File: src/rtl/npu_mult_pkg.sv
// npu_mult_pkg: shared state encoding and width helpers for the sequential multiplier
package npu_mult_pkg;
   typedef enum logic [1:0] {IDLE, CALC, DONE} state_t;
   function automatic int prod_w(input int aw, input int bw);
      return aw + bw;
   endfunction
   function automatic int cnt_w(input int bw);
      return $clog2(bw + 1);
   endfunction
endpackage

File: src/rtl/npu_mult_mag.sv
// npu_mult_mag: sign/magnitude split of an optionally two's-complement value
module npu_mult_mag #(
   parameter int W = 8
) (
   input  logic [W-1:0] x,
   input  logic         tc,
   output logic [W-1:0] mag,
   output logic         sign
);
   assign sign = tc & x[W-1];
   assign mag  = sign ? -x : x;
endmodule

File: src/rtl/npu_mult_seq.sv
// npu_mult_seq: one-bit-per-cycle shift-add multiplier; NPU_MULT_SEQ_EARLY_EXIT_EN stops once the multiplier runs out of set bits
module npu_mult_seq
   import npu_mult_pkg::*;
#(
   parameter int A_WIDTH = 8,
   parameter int B_WIDTH = 8,
   parameter int CNT_W   = cnt_w(B_WIDTH)
) (
   input  logic                       clk,
   input  logic                       rst,
   input  logic                       in_valid,
   output logic                       in_ready,
   input  logic [A_WIDTH-1:0]         a,
   input  logic [B_WIDTH-1:0]         b,
   input  logic                       tc,
   output logic                       out_valid,
   input  logic                       out_ready,
   output logic [A_WIDTH+B_WIDTH-1:0] product,
   output logic                       busy
);
   localparam int P = prod_w(A_WIDTH, B_WIDTH);
   localparam logic [CNT_W-1:0] LAST = CNT_W'(B_WIDTH - 1);
   state_t state;
   logic [A_WIDTH-1:0] mag_a, a_mag;
   logic [B_WIDTH-1:0] mag_b, b_mag;
   logic [P-1:0] acc, acc_next, fin;
   logic [P:0] res_mag;
   logic [CNT_W-1:0] cnt;
   logic neg, a_sign, b_sign, res_sign, accept, last;
   npu_mult_mag #(.W(A_WIDTH)) u_mag_a (.x(a), .tc(tc), .mag(a_mag), .sign(a_sign));
   npu_mult_mag #(.W(B_WIDTH)) u_mag_b (.x(b), .tc(tc), .mag(b_mag), .sign(b_sign));
   // Prepending neg as the MSB makes the magnitude unit negate exactly when the result is negative;
   // bit P of its output is set only for a negated zero, which is suppressed so -0 never appears.
   npu_mult_mag #(.W(P+1)) u_mag_res (.x({neg, acc_next}), .tc(1'b1), .mag(res_mag), .sign(res_sign));
   assign in_ready = ~rst & ((state == IDLE) | ((state == DONE) & out_ready));
   assign busy     = state != IDLE;
   assign accept   = in_valid & in_ready;
   assign acc_next = mag_b[0] ? acc + (P'(mag_a) << cnt) : acc;
   assign fin      = res_sign ? (res_mag[P] ? '0 : res_mag[P-1:0]) : acc_next;
`ifdef NPU_MULT_SEQ_EARLY_EXIT_EN
   assign last = (cnt == LAST) | ~|mag_b[B_WIDTH-1:1];
`else
   assign last = cnt == LAST;
`endif
   // Handshake FSM: accept operands, iterate one multiplier bit per cycle, hold the product until taken
   always_ff @(posedge clk or posedge rst) begin
      if (rst) begin
         state     <= IDLE;
         out_valid <= 1'b0;
         product   <= '0;
         mag_a     <= '0;
         mag_b     <= '0;
         acc       <= '0;
         cnt       <= '0;
         neg       <= 1'b0;
      end else if (accept) begin
         state     <= CALC;
         out_valid <= 1'b0;
         mag_a     <= a_mag;
         mag_b     <= b_mag;
         neg       <= a_sign ^ b_sign;
         acc       <= '0;
         cnt       <= '0;
      end else if (state == CALC) begin
         acc   <= acc_next;
         mag_b <= mag_b >> 1;
         cnt   <= cnt + 1'b1;
         if (last) begin
            product   <= fin;
            out_valid <= 1'b1;
            state     <= DONE;
         end
      end else if ((state == DONE) && out_ready) begin
         state     <= IDLE;
         out_valid <= 1'b0;
      end
   end
endmodule

File: config.mk
export PLATFORM = sky130hd
export DESIGN_NAME = npu_mult_seq
export DESIGN_NICKNAME = d
export VERILOG_FILES = /design/src/rtl/npu_mult_pkg.sv /design/src/rtl/npu_mult_mag.sv /design/src/rtl/npu_mult_seq.sv
export SDC_FILE = /design/constraint.sdc
export NUM_CORES = 1
export LEC_CHECK = 0
export BUFFER_PORTS_ARGS = -buffer_cell sky130_fd_sc_hd__buf_4
export CAP_MARGIN = 10
export CORE_MARGIN = 2
export CORE_UTILIZATION = 45
export CTS_BUF_LIST = sky130_fd_sc_hd__clkbuf_4
export DETAILED_ROUTE_END_ITERATION = 16
export PLACE_DENSITY = 0.6
export SYNTH_ARGS = -nofsm -noshare
export SYNTH_HDL_FRONTEND = slang
export SYNTH_SLANG_ARGS = --single-unit
File: constraint.sdc
create_clock -name clk -period 5 [get_ports clk]
set_input_delay 1 -clock clk [delete_from_list [all_inputs] [get_ports clk]]
set_output_delay 1 -clock clk [all_outputs]
set_load 0.01 [all_outputs]
### Yosys cells after proc, flatten, opt, wreduce, memory -nomap -nowiden

Index checks and enable logic that the tools add are counted.
Widths: inputs -> output; s select.

* flip-flop bits (word level): 56
* input bits: 21
* output and inout bits: 19
* word-level logic and storage cells: 54

* add/subtract/negate cells: 5
* eq/ne operators: 4
* shift operators: 1
* muxes and demuxes: 20
* bitwise operators: 9
* reductions and logical operators: 7

Operators by type and width (count)
* $mux 16: 5
* $mux 8: 4
* $mux 17: 1
* $neg 17->17: 1
* $add 16x16->16: 1
* $neg 8->8: 2
* $shl 8x4->16: 1
* $mux 2: 4
* $mux 4: 2
* $and 1x1->1: 5
* $add 4x1->4 const B: 1
* $eq 4x3->1 const B: 1
* $mux 1: 4
* $reduce_bool 2->1: 2
* $ne 3x3->1 const B: 1
* $reduce_and 3->1: 1
* $reduce_bool 3->1: 1
* $eq 2x1->1 const B: 1
* $eq 2x2->1 const B: 1
* $logic_not 2->1: 1
* $not 1->1: 2
* $reduce_and 2->1: 1
* $logic_and 1x1->1: 1
* $or 1x1->1: 1
* $xor 1x1->1: 1

### Depth between registers and ports, before layout

Gate-level depths: netlist of the first run.

* depth in word-level cells: 7
* mapped depth: 18
* gate-level depth less buffers: 16

### Modules after synthesis

Synthesis of the first run repeated with hierarchy kept, for this count alone.

* cells, all modules: 547
* area, all modules: 4396.7 um^2

Modules (own cells, without submodules)
* npu_mult_seq: instances 1, cells an instance 443, area each 3748.6 um^2, sequential area each 1376.3 um^2
* npu_mult_mag at u_mag_res: instances 1, cells an instance 54, area each 340.3 um^2, sequential area each 0.0 um^2
* npu_mult_mag at u_mag_a ...: instances 2, cells an instance 25, area each 153.9 um^2, sequential area each 0.0 um^2

### Worst setup path before layout of the first run

No wires, ideal clock.

* kind: flip-flop to flip-flop
* start point: register cnt[0]
* end point: register product[11]
* library setup time: 130 ps
* arrival time: 3832 ps
* required time: 4870 ps
* slack: 1038 ps
* cell stages (with the launch flop): 18
* buffers on the path: 3
* clock period less this slack: 3962 ps
* cell sequence: dfrtp_1 -> buf_6 -> clkbuf_1 -> mux2i_1 -> mux2i_1 -> nand2_1 -> o21ai_0 -> a22o_1 -> ha_1 -> a21oi_2 -> and3_4 -> a221o_1 -> a211oi_1 -> nand3_2 -> or3_1 -> buf_2 -> a2bb2oi_1 -> o21ai_1

* longest elaborated chain between the ends: 7
* elaborated cells on any way between the ends: 9
* classes of those cells: 2 x add/sub; 1 x eq/ne; 1 x shift; 4 x mux; 1 x reduce/logical

RTL lines
* start: declaration: line npu_mult_seq.sv:28 `logic [CNT_W-1:0] cnt;`
* start signal: assignment: line npu_mult_seq.sv:67 `cnt <= cnt + 1'b1;`
* $shl 8x4->16: line npu_mult_seq.sv:38 `assign acc_next = mag_b[0] ? acc + (P'(mag_a) << cnt) : acc;`
* $add 16x16->16: line npu_mult_seq.sv:38
* $mux 16: line npu_mult_seq.sv:38
* $neg 17->17: line npu_mult_mag.sv:11 `assign mag = sign ? -x : x;`
* $mux 17: line npu_mult_mag.sv:11
* $mux 16 (2 in a row): line npu_mult_seq.sv:39 `assign fin = res_sign ? (res_mag[P] ? '0 : res_mag[P-1:0]) : acc_next;`
* end signal: assignment: line npu_mult_seq.sv:69 `product <= fin;`
* end: declaration: line npu_mult_seq.sv:18 `output logic [A_WIDTH+B_WIDTH-1:0] product,`

Several ways; a longest one is shown, not always the timed one.
A chain may end at the register's enable or synchronous reset.

### Final worst setup path of the first run

Ends and elaborated chain as after synthesis.

==> reports/qor.yml, run 1 <==
yosysWarnings: 0
synth.area.top_cells: "dfrtp_1 (31%), o21ai_0 (6.8%), nand2_1 (6.3%)"
yosysSeqAreaShare: 0.312
avgViaCountPerCell: 5.81
grt_pass1_vias: 3921
crit_fanout: 11
worst_ep_required_time_ps: 5300
die_x_um: 103
drv_cap: 0
synth-async-reset-ratio: 1.00
cts_made_buffers: 5
final_core_util: 0.507
root_buffer: "clkbuf_4"
grt_pass1_wl_mm: 18.8
synth-main-ff-cell: "dfrtp_1"
grt.total_usage: 0.227
min_path_cells: 2
hold_buffers: 0
grt_max_degree: 56
syn_area_per_cell_um2: 8.20
slew-limit-headroom: 0.320
gp_congestion: 0.930
crit_top_cell: "nor2_1"
synth_most_common_cell: "nand2_1"
maxSlewViolCount: 0
critPathKind: "flip-flop to flip-flop"
drtAntennaViolNets: 0
drc: 0
multi_input_area_um2: 2850
hp-start: "mag_b[1]$_DFFE_PP0P_"
ios: 40
outcome: "finished, final reports clean"
layout.area.seq_um2: 1380
clock_latency_ps: 410
cp-start-kind: "flip-flop"
wl_per_cell_um: 16.1
synth_edf_count: 0
vias: 4068
cp_data_arrival_time_ps: 4810
regToRegSetupSlack_ps: 490
post_cts_resized: 0
gr-total-overflow: 0
slowest_stage: "dfrtp_1"
fin_nets: 607
fin_crit_sh: 0.902
initialDrtViolationCount: 168
ir_drop_mv: 0.122
netlist_instances: 538
tns_ps: 0
leakage_uw: 0.00218
finalSetupViolCount: 0
critPathLaunch: "cnt[0]$_DFFE_PP0P_"
syn_nets: 579
fmaxAchievable_mhz: 222
row_count: 36
timing.rr.end: "product[11]$_DFFE_PP0P_"
ff2ff_path_depth: 14
postCtsSetupBuffers: 0
coreArea_um2: 9640
syn2layout_area_growth_pct: 10.8
drive_above_1_share: 0.159
start_util: 0.458
synth_top_area_frac: 0.312
cts_tree: "built"
skew_ps: 25.3
synth-seq-cells: 55
reg2reg_from: "cnt[0]$_DFFE_PP0P_"
synth_cell_types: 72
worstMarginPinSlew_ps: 1020
min_period_ps: 4510
crit_chain: "buf_4, mux4_2, mux2i_2, nor2_1, ha_1, a21oi_1, o211ai_2, a21boi_2, nor2_1, a211oi_1, nand3_2, or3_1, a2bb2oi_1, o21ai_1"
clock-sinks: 55
synth_common_cells: "nand2_1 (74), o21ai_0 (60), dfrtp_1 (55), nor2_1 (42), nand3_1 (29)"
clk_pin_slew_ps: 180
wirelength_mm: 11.3
hold_viol_final: 0
hold_path.class: "flip-flop to flip-flop"
hold_end: "mag_b[0]$_DFFE_PP0P_"
die-height_um: 103
max-clock-path-buffers: 2
syn_area_um2: 4410
port_buffers: 39
die-area_um2: 10600
grt_antenna_before_repair: 0
drtPass1Iterations: 5
h-tree-depth: 2
yosysTopAreaCell: "dfrtp_1"
slowest_delay_ps: 600
fillers: 970
p_per_area_nw_per_um2: 168
worstSetupEndpointType: "flip-flop"
grt_setup_unrepaired: "no"
diodes: 0
dp_hpwl_mm: 8.68
registers in the layout (all words and copies together) (netlist names):
signal / cells
acc: 16
mag_a: 8
mag_b: 8
cnt: 4
product: 16
neg: 1
out_valid: 1
state: 1
where the power goes:
part / internal, uW / switching (uW) / total, uW
registers: 452 / 11.0 / 463
clock network: 62.6 / 158 / 220
logic: 57.6 / 78.0 / 136
total: 572 / 247 / 819
per-layer routing:
metal,GRT usage,share of wire
met1,0.287,0.45
met2,0.381,0.47
met3,0.0380,0.049
met4,0.104,0.032
met5,0,0
cell type report:
cell class,count,share of cell area
Multi-Input combinational cell,438,0.583
Clock inverter,2,0.00333
Inverter,17,0.0131
Timing Repair Buffer,49,0.0753
Sequential cell,55,0.282
Clock buffer,6,0.00922
Tap cell,133,0.0341
critical path: cells and delay by family (launching register included):
kind            cells  cell delay (ps)
fa+ha+maj           1              380
compound gates      6             1550
simple gates        4              820
buf+inv             1              240
flops               1              600
mux                 2              780
kinds of logic (layout without fill, tap and decap cells):
kind of cell,Yosys count,count (layout),share of synthesized area
buf+inv,45,74,0.0420
flops,55,55,0.312
simple gates,199,199,0.215
compound gates,167,167,0.254
mux,27,27,0.0689
fa+ha+maj,20,20,0.0584
xor+xnor,25,25,0.0496
worst max path at each step:
stage / endpoint / slack, ps / depth (start not counted)
after global routing: product[7]$_DFFE_PP0P_ / 150 / 14
after global placement: product[11]$_DFFE_PP0P_ / 700 / 14
after floorplan: product[11]$_DFFE_PP0P_ / 1040 / 17
after detailed placement: product[11]$_DFFE_PP0P_ / 580 / 14
after CTS: product[11]$_DFFE_PP0P_ / 520 / 14
final: product[11]$_DFFE_PP0P_ / 490 / 14
through the flow:
| step | std cells | hold slack [ps] | total power, uW | cell area [um^2] | setup slack [ps] |
|---|---|---|---|---|---|
| after floorplan | 538 | 463 | 564 | 4410 | 1040 |
| after global placement | 692 | 464 | 606 | 4820 | 698 |
| after detailed placement | 692 | 471 | 608 | 4820 | 580 |
| after CTS | 700 | 503 | 827 | 4880 | 516 |
| after global routing | 700 | 540 | 864 | 4880 | 154 |
| final | 700 | 494 | 819 | 4880 | 490 |
layout by cell type, fill, tap and decap left out, types with 5 or more instances in the layout:
cell type / count
a31oi_1: 5
nor2_1: 42
dfrtp_1: 55
o21ai_0: 60
a21oi_1: 28
a22oi_1: 9
xnor2_1: 16
nand2b_1: 7
mux2i_1: 20
or3_1: 6
o31ai_1: 5
nand3_1: 29
nor3_1: 11
a211oi_1: 7
ha_1: 19
inv_1: 15
clkbuf_4: 6
nand2_1: 74
xor2_1: 9
buf_4: 49
Note: power is estimated with default switching activity, not from simulation.
==> inputs of run 2 (changes only) <==
CTS_BUF_LIST = unset   (was sky130_fd_sc_hd__clkbuf_4)
REMOVE_ABC_BUFFERS = 1   (was unset)
clock period = 4.6 ns   (was 5 ns; I/O delays follow)
==> reports/qor.yml, run 2 (same netlist as run 1, synthesis figures left out) <==
drv_cap: 0  # unchanged
grt.total_usage: 0.232  # +0.00510
final_cell_mix: "nand2_1 (74), o21ai_0 (59), dfrtp_1 (55)"
ir_drop_mv: 0.118  # -3.2%
regToRegSetupSlack_ps: 270  # -220 ps
tns_ps: 0  # unchanged
cp-start-kind: "flip-flop"
hold_viol_final: 0  # unchanged
maxSlewViolCount: 0  # unchanged
grt_max_degree: 33  # -41%
drtAntennaViolNets: 0  # unchanged
cts_made_buffers: 5  # unchanged
worstMarginPinSlew_ps: 1100  # +80.8 ps
slew-limit-headroom: 0.266  # -0.0539
fillers: 964  # -0.62%
drive_above_1_share: 0.160  # +0.00176
port_buffers: 39  # unchanged
finalSetupViolCount: 0  # unchanged
fin_crit_sh: 0.940  # +0.0385
gp_congestion: 0.910  # -2.1%
outcome: "finished, final reports clean"
die-height_um: 103  # unchanged
grt_setup_unrepaired: "no"
hold_buffers: 0  # unchanged
final_core_util: 0.511  # +0.00415
multi_input_area_um2: 2860  # +0.40%
min_path_cells: 2  # unchanged
crit_fanout: 16  # +5
row_count: 36  # unchanged
hold_path.class: "flip-flop to flip-flop"
reg.largest.list: "acc (16), product (16)"
start_util: 0.458  # unchanged
clock_latency_ps: 320  # -90 ps
coreArea_um2: 9640  # unchanged
max-clock-path-buffers: 2  # unchanged
p_int_uw: 659  # +15%
clock-sinks: 55  # unchanged
p_total_uw: 929  # +13%
ios: 40  # unchanged
root_buffer: "clkbuf_8"
final_common_cell: "nand2_1"
ff2ff_path_depth: 16  # +2
drc: 0  # unchanged
grt_pass1_vias: 3890  # -0.79%
dp_hpwl_mm: 8.89  # +2.4%
layout.area.seq_um2: 1380  # unchanged
initialDrtViolationCount: 246  # +46%
grt_pass1_wl_mm: 19.3  # +2.5%
avgViaCountPerCell: 5.86  # +0.81%
p_sw_frac: 0.290  # -0.0109
min_period_ps: 4330  # -184 ps
skew_ps: 10.5  # -14.8 ps
cp_data_arrival_time_ps: 4520  # -290 ps
wl_per_cell_um: 16.7  # +3.7%
die_x_um: 103  # unchanged
vias: 4101  # +0.81%
grt_antenna_before_repair: 0  # unchanged
clk_pin_slew_ps: 110  # -70 ps
p_per_area_nw_per_um2: 189  # +12%
power_frac_seq: 0.540  # -0.025
p_comb_frac: 0.163  # -0.003
hold_end: "product[14]$_DFFE_PP0P_"
fin_nets: 608  # +0.16%
wirelength_mm: 11.7  # +3.7%
reg2reg_from: "cnt[0]$_DFFE_PP0P_"
hp-start: "product[14]$_DFFE_PP0P_"
pwr-share-clk: 0.298  # +0.029
critPathKind: "flip-flop to flip-flop"
cts_tree: "built"
worst_ep_required_time_ps: 4800  # -500 ps
gr-total-overflow: 0  # unchanged
diodes: 0  # unchanged
die-area_um2: 10600  # unchanged
leakage_uw: 0.00220  # +1.0%
fmaxAchievable_mhz: 231  # +4.2%
power.switching_uw: 270  # +9.3%
timing.rr.end: "product[11]$_DFFE_PP0P_"
syn2layout_area_growth_pct: 11.7
drtPass1Iterations: 5  # unchanged
worstSetupEndpointType: "flip-flop"
h-tree-depth: 2  # unchanged
==> run 2: cell count changes in the layout (fill, tap and decap cells not counted) <==
cell and change:
nor4_4 +1, o21ai_1 +1, buf_4 +1, clkinvlp_4 -1
ha_1 -1, clkbuf_8 +5, clkinv_2 +1, ha_2 +1
nor4_2 -1, clkinv_4 +1, o21ai_0 -1, inv_6 -1
clkbuf_4 -6
==> run 2: worst max-delay path by stage <==
stage | start | end
after detailed placement | cnt[0]$_DFFE_PP0P_ | product[11]$_DFFE_PP0P_
after floorplan | cnt[0]$_DFFE_PP0P_ | product[11]$_DFFE_PP0P_
final | cnt[0]$_DFFE_PP0P_ | product[11]$_DFFE_PP0P_
after global placement | cnt[0]$_DFFE_PP0P_ | product[11]$_DFFE_PP0P_
after global routing | cnt[0]$_DFFE_PP0P_ | product[11]$_DFFE_PP0P_
after CTS | cnt[0]$_DFFE_PP0P_ | product[11]$_DFFE_PP0P_
==> run 2: final cells by class <==
cell class                      count  share of cell area
Tap cell                          133              0.0338
Clock inverter                      2             0.00279
Inverter                           17              0.0130
Sequential cell                    55               0.279
Clock buffer                        5              0.0140
Timing Repair Buffer               50              0.0762
Multi-Input combinational cell    438               0.581
==> run 2: routing by layer <==
| metal | global-route usage | vias up | routed length, um |
|---|---|---|---|
| li1 | - | 2013 | - |
| met3 | 0.0332 | 21 | 466 |
| met1 | 0.308 | 1954 | 5400 |
| met4 | 0.0769 | 0 | 284 |
| met5 | 0 | - | 0 |
| met2 | 0.390 | 113 | 5550 |
==> run 2: power groups by stage <==
stage / clock (uW) / sequential [uW] / combinational, uW
after global placement: 0 / 511 / 149
after detailed placement: 0 / 511 / 150
after CTS: 284 / 501 / 151
after floorplan: 0 / 511 / 98.5
final: 276 / 502 / 151
after global routing: 300 / 503 / 169
==> run 2: worst max-delay path: stages (launching register included) <==
cell and delay, ps:
dfrtp_1 340, buf_4 220, mux2i_1 250, nor2_1 60
a31oi_1 300, o21ai_0 180, nor2b_1 170, ha_2 420
nand2_2 110, a211oi_2 370, a211oi_2 160, o2111a_1 300
nor4_4 350, nand2_1 170, or3_1 530, a2bb2oi_1 200
o21ai_1 70
==> run 2: repair_timing <==
item	in CTS	in global routing
setup buffers	0	0
gates resized for setup	0	3
setup endpoints to repair	0	7
hold endpoints to repair	0	0
==> run 2: stage by stage <==
step	setup WS, ps	cells	hold WS [ps]	area (um^2)
finish	274	700	487	4920
global route	43.2	700	534	4920
CTS	168	700	496	4910
detailed placement	173	693	471	4830
global placement	199	693	462	4830
floorplan	665	510	463	4290
==> inputs of run 3 (changes only) <==
CORE_ASPECT_RATIO = 1.75   (was unset)
==> reports/qor.yml, run 3 (same netlist as run 1, synthesis figures left out) <==
grt_setup_unrepaired: "no"
crit_top_cell: "a211oi_2"
ff2ff_path_depth: 15  # -1
outcome: "finished, final reports clean"
grt_antenna_before_repair: 0  # unchanged
grt.total_usage: 0.244  # +0.0113
min_path_cells: 2  # unchanged
avgViaCountPerCell: 5.95  # +1.6%
grt_pass1_vias: 4199  # +7.9%
final_cell_count_no_fill: 692  # -1.1%
p_per_area_nw_per_um2: 213  # +13%
crit_fanout: 10  # -6
gr-total-overflow: 0  # unchanged
met3_usage: 0.0241  # -0.00916
grt_max_degree: 33  # unchanged
die_x_um: 78.8  # -23%
hold_viol_final: 0  # unchanged
worst_ep_required_time_ps: 4770  # -30 ps
min_period_ps: 4250  # -78.6 ps
coreArea_um2: 9530  # -1.2%
placed_area_um2: 4830  # about the same
placedCellCount: 684  # -1.3%
start_util: 0.463  # +0.00541
die-area_um2: 10600  # +0.29%
port_buffers: 39  # unchanged
h-tree-depth: 2  # unchanged
syn2layout_area_growth_pct: 13.0
tns_ps: 0  # unchanged
final_cell_mix: "nand2_1 (74), o21ai_0 (60), dfrtp_1 (54)"
fin_nets: 610  # +0.33%
worstMarginPinSlew_ps: 1080  # -16.6 ps
final_core_util: 0.523  # +0.0123
reg2reg_from: "cnt[0]$_DFFE_PP0P_"
drive_above_1_share: 0.167  # +0.00617
drtPass1Iterations: 4  # -1
vias: 4120  # +0.46%
cts_tree: "built"
met2_usage: 0.476  # +0.0861
root_buffer: "clkbuf_16"
slowest_delay_ps: 510  # -20 ps
clock_latency_ps: 310  # about the same
leakage_uw: 0.00223  # +1.4%
p_total_uw: 1060  # +14%
drc: 0  # unchanged
drtAntennaViolNets: 0  # unchanged
hp-start: "product[8]$_DFFE_PP0P_"
clk_pin_slew_ps: 80  # -30 ps
ios: 40  # unchanged
diodes: 0  # unchanged
finalSetupViolCount: 0  # unchanged
grtUsageMet1: 0.248  # -0.0601
globalRoute.busiestLayer: "met2"
cp-start-kind: "flip-flop"
gp_congestion: 0.942  # +3.6%
wl_per_cell_um: 17.9  # +7.4%
slew-limit-headroom: 0.277  # +0.0110
slowest_stage: "dfrtp_2"
crit_chain: "mux2i_1, nor2_1, a31oi_1, o21ai_0, nor2b_1, ha_2, nand2_2, a211oi_2, a211oi_2, o2111a_1, nor4_2, nand2_1, or3_1, a2bb2oi_1, o21ai_1"
postLayoutCellArea_um2: 4980  # +1.2%
wirelength_mm: 12.4  # +6.2%
cp_data_arrival_time_ps: 4410  # -110 ps
fillers: 939  # -2.6%
skew_ps: 12.7  # +2.24 ps
initialDrtViolationCount: 207  # -16%
drv_cap: 0  # unchanged
hold_path.class: "flip-flop to flip-flop"
fin_crit_sh: 0.923  # -0.0171
clock-sinks: 55  # unchanged
reg.largest.list: "acc (16), product (16)"
timing.rr.end: "product[11]$_DFFE_PP0P_"
postCtsSetupBuffers: 0  # unchanged
fmaxAchievable_mhz: 235  # +1.9%
grt_pass1_wl_mm: 20.3  # +5.6%
regToRegSetupSlack_ps: 350  # +80 ps
worstSetupEndpointType: "flip-flop"
ir_drop_mv: 0.223  # +88%
critPathKind: "flip-flop to flip-flop"
final_common_cell: "nand2_1"
maxSlewViolCount: 0  # unchanged
hold_end: "product[8]$_DFFE_PP0P_"
die-height_um: 135  # +31%
row_count: 47  # +31%
dp_hpwl_mm: 9.74  # +9.5%
cts_made_buffers: 5  # unchanged
max-clock-path-buffers: 2  # unchanged
==> run 3: worst max-delay path by stage <==
stage | from | to | cells past startpoint
after floorplan | cnt[0]$_DFFE_PP0P_ | product[11]$_DFFE_PP0P_ | 16
after global placement | cnt[0]$_DFFE_PP0P_ | product[11]$_DFFE_PP0P_ | 15
after detailed placement | cnt[0]$_DFFE_PP0P_ | product[11]$_DFFE_PP0P_ | 15
after CTS | cnt[0]$_DFFE_PP0P_ | product[11]$_DFFE_PP0P_ | 15
after global routing | cnt[0]$_DFFE_PP0P_ | product[11]$_DFFE_PP0P_ | 15
final | cnt[0]$_DFFE_PP0P_ | product[11]$_DFFE_PP0P_ | 15
==> run 3: routing by layer <==
layer,share of wire,vias to the layer above
met5,0,-
met2,0.55,99
met3,0.030,39
met4,0.056,0
met1,0.37,1965
li1,-,2017
==> run 3: what timing repair did <==
action                     CTS  global route
hold buffers                 0             0
setup endpoints to repair    0             6
resized for setup            0             2
==> run 3: final cells by class <==
cell class	instances	area [um^2]	share of cell area
inverter	17	63.8	0.0128
clock inverter	3	23.8	0.00477
tap	122	153	0.0306
timing repair buffer	52	390	0.0783
clock buffer	5	125	0.0251
multi-input combinational	438	2850	0.572
sequential	55	1380	0.276
==> run 3: critical path, delay by kind of cell (launching register included) <==
kind,cells,cell delay [ps]
AO/OA/AOI/OAI,7,1430
AND/OR/NAND/NOR,6,1420
adder cells (fa/ha/maj),1,430
multiplexers,1,320
flip-flops,1,510
==> run 3: through the flow <==
step / hold WS (ps) / setup slack (ps)
2_1_floorplan: 463 / 665
3_3_place_gp: 463 / 247
3_5_place_dp: 472 / 235
4_1_cts: 490 / 200
5_1_grt: 510 / 48.6
6_report: 483 / 353
==> run 3: report_power, final <==
part	internal, uW	switching, uW	leakage [uW]
sequential	491	10.3	0.000650
combinational	63.8	89.8	0.00151
clock	206	200	0.0000717
